File: config.mk
export PLATFORM = sky130hd
export DESIGN_NAME = bridge_arbiter
export DESIGN_NICKNAME = d
export VERILOG_FILES = /design/src/rtl/bridge_arbiter.sv
export SDC_FILE = /design/constraint.sdc
export NUM_CORES = 1
export LEC_CHECK = 0
export CORE_AREA = 2 2 120 122
export DETAILED_ROUTE_END_ITERATION = 12
export DIE_AREA = 0 0 122 124
export HOLD_SLACK_MARGIN = 0.08
export MAX_ROUTING_LAYER = met4
export PLACE_DENSITY_LB_ADDON = 0.15
export SETUP_SLACK_MARGIN = 0.2
export SLEW_MARGIN = 20
export SYNTH_ARGS = -nofsm -noshare
export SYNTH_HDL_FRONTEND = slang
export SYNTH_SLANG_ARGS = --single-unit
File: constraint.sdc
create_clock -name clk -period 2.85 [get_ports clk]
set_clock_uncertainty 0.1 [all_clocks]
set_input_delay 0.4275 -clock clk [delete_from_list [all_inputs] [get_ports clk]]
set_output_delay 0.4275 -clock clk [all_outputs]
set_load 0.005 [all_outputs]
File: src/rtl/bridge_arbiter.sv
`default_nettype none
// ============================================================================
// Module   : bridge_arbiter
// Brief    : Two-master arbiter for the timer bridge slave port. One
//            transaction at a time: grant, one bus cycle, one-cycle ack.
//            Optional macro BRIDGE_ARB_ROUND_ROBIN_EN selects round-robin
//            tie-break; otherwise master 0 has fixed priority.
// Revision : 1.0 - initial release
// ============================================================================
module bridge_arbiter (
    input  logic        clk,
    input  logic        rst,
    input  logic        m0_req,
    input  logic [31:0] m0_addr,
    input  logic        m0_we,
    input  logic [2:0]  m0_dm_mode,
    input  logic [31:0] m0_wdata,
    output logic        m0_gnt,
    output logic        m0_ack,
    output logic [31:0] m0_rdata,
    output logic        m0_err,
    input  logic        m1_req,
    input  logic [31:0] m1_addr,
    input  logic        m1_we,
    input  logic [2:0]  m1_dm_mode,
    input  logic [31:0] m1_wdata,
    output logic        m1_gnt,
    output logic        m1_ack,
    output logic [31:0] m1_rdata,
    output logic        m1_err,
    output logic [31:0] bus_addr,
    output logic        bus_we,
    output logic [2:0]  bus_dm_mode,
    output logic [31:0] bus_wdata,
    output logic        bus_stop,
    input  logic [31:0] bus_rdata,
    input  logic        bus_valid
);

    // Mirrors DM_NONE from dm.h
    localparam logic [2:0] c_DM_NONE = 3'd0;

    typedef enum logic [1:0] {
        S_IDLE = 2'd0,
        S_BUSY = 2'd1,
        S_RESP = 2'd2
    } state_t;

    state_t      r_state;
    state_t      w_state_nxt;
    logic        r_last_grant;
    logic        r_winner;
    logic [31:0] r_addr;
    logic [31:0] r_wdata;
    logic        r_we;
    logic [2:0]  r_dm_mode;
    logic [31:0] r_rdata;
    logic        r_err;

    logic        w_any_req;
    logic        w_tie_pick;
    logic        w_pick;
    logic        w_idle;
    logic        w_busy;
    logic        w_resp;

    assign w_idle    = (r_state == S_IDLE);
    assign w_busy    = (r_state == S_BUSY);
    assign w_resp    = (r_state == S_RESP);
    assign w_any_req = m0_req | m1_req;

`ifdef BRIDGE_ARB_ROUND_ROBIN_EN
    assign w_tie_pick = ~r_last_grant;
`else
    // last_grant is still tracked but never influences the tie-break
    assign w_tie_pick = 1'b0 & r_last_grant;
`endif

    assign w_pick = (m0_req & m1_req) ? w_tie_pick : m1_req;

    always_comb begin
        w_state_nxt = r_state;
        case (r_state)
            S_IDLE:  if (w_any_req) w_state_nxt = S_BUSY;
            S_BUSY:  w_state_nxt = S_RESP;
            S_RESP:  w_state_nxt = S_IDLE;
            default: w_state_nxt = S_IDLE;
        endcase
    end

    always_ff @(posedge clk) begin
        if (rst) begin
            r_state      <= S_IDLE;
            r_last_grant <= 1'b1;
            r_winner     <= 1'b0;
            r_addr       <= 32'd0;
            r_wdata      <= 32'd0;
            r_we         <= 1'b0;
            r_dm_mode    <= 3'd0;
            r_rdata      <= 32'd0;
            r_err        <= 1'b0;
        end else begin
            r_state <= w_state_nxt;
            if (w_idle && w_any_req) begin
                r_winner     <= w_pick;
                r_last_grant <= w_pick;
                r_addr       <= w_pick ? m1_addr    : m0_addr;
                r_wdata      <= w_pick ? m1_wdata   : m0_wdata;
                r_we         <= w_pick ? m1_we      : m0_we;
                r_dm_mode    <= w_pick ? m1_dm_mode : m0_dm_mode;
            end
            if (w_busy) begin
                r_rdata <= bus_rdata;
                r_err   <= ~bus_valid;
            end
        end
    end

    assign m0_gnt = w_idle & w_any_req & ~w_pick;
    assign m1_gnt = w_idle & w_any_req &  w_pick;

    assign m0_ack   = w_resp & ~r_winner;
    assign m1_ack   = w_resp &  r_winner;
    assign m0_rdata = m0_ack ? r_rdata : 32'd0;
    assign m1_rdata = m1_ack ? r_rdata : 32'd0;
    assign m0_err   = m0_ack & r_err;
    assign m1_err   = m1_ack & r_err;

    // Bus is only driven during the single access cycle
    assign bus_addr    = w_busy ? r_addr    : 32'd0;
    assign bus_wdata   = w_busy ? r_wdata   : 32'd0;
    assign bus_we      = w_busy & r_we;
    assign bus_dm_mode = w_busy ? r_dm_mode : c_DM_NONE;
    assign bus_stop    = ~w_busy;

endmodule
`default_nettype wire

======== After elaboration in Yosys (flattened, before gate mapping) ========
Cells that the tools add are included.
word-level totals
  flip-flop bits (word level) ............. 104
  output and inout bits ................... 139
  logic and storage cells ................. 39
cells by class
  equality and inequality tests ........... 3
  mux-type cells .......................... 12
  bitwise gates (word level) .............. 14
  reduce and logical (&&, ||, !) cells .... 2
operators by type and width
  kind                  count
  $mux W32              6
  $and A1 B1 Y1         9
  $mux W3               2
  $not A1 Y1            4
  $pmux W2 S2           1
  $eq A2 B1 Y1 const B  1
  $eq A2 B2 Y1 const B  1
  $logic_not A2 Y1      1
  $mux W1               2
  $mux W2               1
  $ne A2 B2 Y1 const B  1
  $logic_and A1 B1 Y1   1
  $or A1 B1 Y1          1

======== Logic depth before layout (Yosys ltp) ========
  word-level depth ........................ 4
  mapped depth ............................ 7
  depth with buffers taken out ............ 4

======== Worst setup path after synthesis ========
No wires, ideal clock.
  path type ............................... register to output
  start point ............................. register r_state[0]
  end point ............................... output port bus_dm_mode[0]
  arrival ................................. 1.170 ns
  slack ................................... 1.152 ns
  stages on the path, launching flop included .. 7
  path buffers ............................ 3
  cells stage by stage .................... dfxtp_1 -> nor2b_1 -> buf_2 -> inv_2 -> buf_2 -> buf_2 -> nor2_1
on the way
  longest elaborated chain between the ends .. 2
RTL lines
  what                      RTL line  text
  start: declaration        49        state_t r_state;
  start signal: assignment  103       r_state <= w_state_nxt;
  $eq A2 B1 Y1              68        assign w_busy = (r_state == S_BUSY);
  $mux W3                   133       assign bus_dm_mode = w_busy ? r_dm_mode : c_DM_NONE;
  end: declaration          33        output logic [2:0] bus_dm_mode,
Every way passes these cells.

======== Worst setup path in the final report ========
Ends and elaborated chain as after synthesis.

==> results <==
[critical path, cell delays in order (launching register included)]
cell and delay [ns]:
dfxtp_1 0.43, nor2b_2 0.21, inv_2 0.06, buf_4 0.23
nor2_1 0.17, clkdlybuf4s50_1 0.54
[synth_stat cells]
| cell | instances | share of area, % |
|---|---|---|
| a211oi_1 | 1 | 0.15 |
| and3b_1 | 1 | 0.18 |
| nor2b_1 | 1 | 0.13 |
| a21oi_1 | 33 | 3.4 |
| nor2_1 | 71 | 5.5 |
| nor3_1 | 2 | 0.21 |
| inv_2 | 2 | 0.15 |
| nor3b_2 | 1 | 0.26 |
| o22ai_1 | 68 | 8.8 |
| buf_1 | 4 | 0.31 |
| a221oi_2 | 10 | 3.1 |
| buf_4 | 4 | 0.62 |
| clkbuf_1 | 36 | 2.8 |
| nand2_1 | 64 | 4.9 |
| and3_1 | 1 | 0.13 |
| o21ai_2 | 1 | 0.18 |
| nand2b_1 | 1 | 0.13 |
| nor2_4 | 1 | 0.23 |
| a221oi_1 | 58 | 10 |
| and2_1 | 66 | 8.5 |
| dfxtp_1 | 104 | 43 |
| inv_1 | 68 | 5.3 |
| buf_2 | 18 | 1.9 |
[state kept, by name, indices dropped and copies added (netlist names)]
register	count
r_addr	32
r_rdata	32
r_wdata	32
r_dm_mode	3
r_state	2
r_err	1
r_we	1
r_winner	1
[per-layer routing]
metal	wire length, um	global-route usage, %	vias to the layer above
met4	398	8.764	0
li1	-	-	2658
met3	1314	3.984	28
met1	6535	23.73	2506
met5	0	-	-
met2	8895	40.26	223
[path summary, 6_finish.rpt]
check,start,endpoint,slack [ns]
worst max-delay path,r_state[0],bus_dm_mode[0],0.33
worst min-delay path,r_rdata[3],r_rdata[3],0.36
worst max register to register,r_state[1],r_winner,1.14
worst min register to register,r_rdata[3],r_rdata[3],0.36
[kinds of logic (layout without fill, tap and decap cells)]
| group | after synthesis | after routing | synth area share (%) |
|---|---|---|---|
| AO/OA/AOI/OAI | 171 | 171 | 26.02 |
| AND/OR/NAND/NOR | 209 | 209 | 20.18 |
| buffers and inverters | 132 | 410 | 10.97 |
| flip-flops | 104 | 104 | 42.83 |
[power groups by stage]
| stage | Combinational, mW | Clock (mW) | Sequential [mW] |
|---|---|---|---|
| 2_1_floorplan | 0.438 | 0 | 1.66 |
| 3_3_place_gp | 0.874 | 0 | 1.67 |
| 3_5_place_dp | 0.894 | 0 | 1.68 |
| 4_1_cts | 0.899 | 1.44 | 1.65 |
| 5_1_grt | 0.972 | 1.50 | 1.66 |
| 6_report | 0.891 | 1.41 | 1.65 |
[per-stage QoR]
stage	instance area [sq um]	utilization, %	hold WS [ns]	total power [mW]
after CTS	8408	61.29	0.3655	3.984
after floorplan	4861	-	0.3401	2.100
after detailed placement	8061	58.76	0.3565	2.574
final	8418	61.36	0.3622	3.951
after global placement	8061	58.76	0.3460	2.547
after global routing	8418	61.36	0.3863	4.131
[area by class of cell]
class	count	area [sq um]
flip-flops and latches	104	2082
multi-input cells	380	2261
repair buffers	324	3241
clock inverters	5	103.9
fillers	1198	5301
inverters	70	262.8
well taps	180	225.2
clock buffers	11	242.7
==> summary.txt <==
Run status
  – Status: finished, final reports clean

Setup path
  – CP endpoint kind: output port
  – Worst setup SP type: register
  – Crit Path Max Fanout: 33
  – CP Data Required Time: 2.32 ns
  – Worst path arrival time: 1.99 ns
  – Setup CP Type: reg -> out
  – Reg2Reg Depth: 4

Finish
  – Syn-to-layout area delta: 73.18%
  – Antenna fix cells: 0
  – Commonest non-fill, non-tap cells in the layout: 310 x clkdlybuf4s50_1, 104 x dfxtp_1, 70 x nor2_1
  – Layout cell share with drive strength beyond 1: 5.257%
  – Layout Nets: 1,062
  – Final Non-Filler Cells: 1,074
  – Leading cell type in the layout, fill and taps excluded: clkdlybuf4s50_1

Detailed routing
  – Drt pass-1 iters: 5
  – Remaining DRCs: 0
  – Per-cell routed wire length: 15.96 um
  – Final ANT Viol Nets: 0
  – DR vias/cell: 5.042
  – Drt initial violations: 256
  – Vias: 5,415
  – Final wirelength: 17,140 um

Global route
  – Gr ovfl total: 0
  – Largest net degree at the start of global routing: 70
  – Initial antenna violation count: 0
  – First-pass GRT wire length: 25,500 um
  – Vias in the first global route: 5,156
  – Total track usage: 22.07%

Hold path
  – Hold path cells: 2
  – Hold Crit Class: reg -> reg

Clock tree
  – Clock buffer depth: 2
  – Clock latency at the later pin of the worst-skew pair: 0.34 ns
  – Post-CTS Setup Repair Bufs: 0
  – Resized Gates After CTS: 0
  – Clk sinks: 104
  – CTS buffer count: 9
  – Root Buffer: clkbuf_16
  – CTS Hold Buffers Added: 0
  – CTS H-tree depth: 3
  – CTS tree: done
  – Clock-pin transition on the worst setup and hold timing paths: 0.07 ns

Placement
  – Setup slack at placement: 0.4597 ns
  – Final Wtd Congestion: 0.8502
  – IO buf count: 311
  – DP HPWL: 12,620 um
  – # placed instances: 1,058

STA
  – Post-route setup slack: 0.3328 ns
  – Fin. Hold Viols: 0
  – Final period utilization: 88.32%
  – Fmax: 397.3 MHz
  – Shortest period the worst path allows: 2.517 ns
  – Setup TNS: 0 ns
  – RSZ-0062 raised after global routing: no
  – Final setup fails: 0
  – Least-Margin Pin Slew: 0.7952 ns
  – Slew margin rel.: 46.99%
  – Max Slew Vio Count: 0

Die
  – Die outline width: 122 um
  – Core Area: 13,720 sq um
  – I/O Pins: 312
  – Rows: 43
  – Die height: 124 um
  – Starting Density: 35.43%
  – DIE AREA: 15,130 sq um

Power
  – Sequential Power Share: 41.6%
  – Comb pwr share: 22.5%
  – Net Sw Power: 0.9983 mW
  – Leakage: 3.108 nW
  – Peak VDD IR: 0.2964 mV
  – Power per standard cell area: 469.3 nW/um^2
  – Clock share of power: 35.8%
  – Switching Fraction: 25.27%
  – Int Power: 2.952 mW

Synth
  – Syn nets: 789
  – Yosys reg bits: 104
  – Sequential share of the synthesized area: 42.83%
  – Area of the mapped netlist: 4861 sq um
  – Syn avg cell area: 7.891 sq um
  – YS warnings: 0
  – Netlist cell types: 23
  – Mapped Cells: 616

Job
  – Max-cap violation count: 0
No activity file was read; power rests on OpenSTA's default activity.
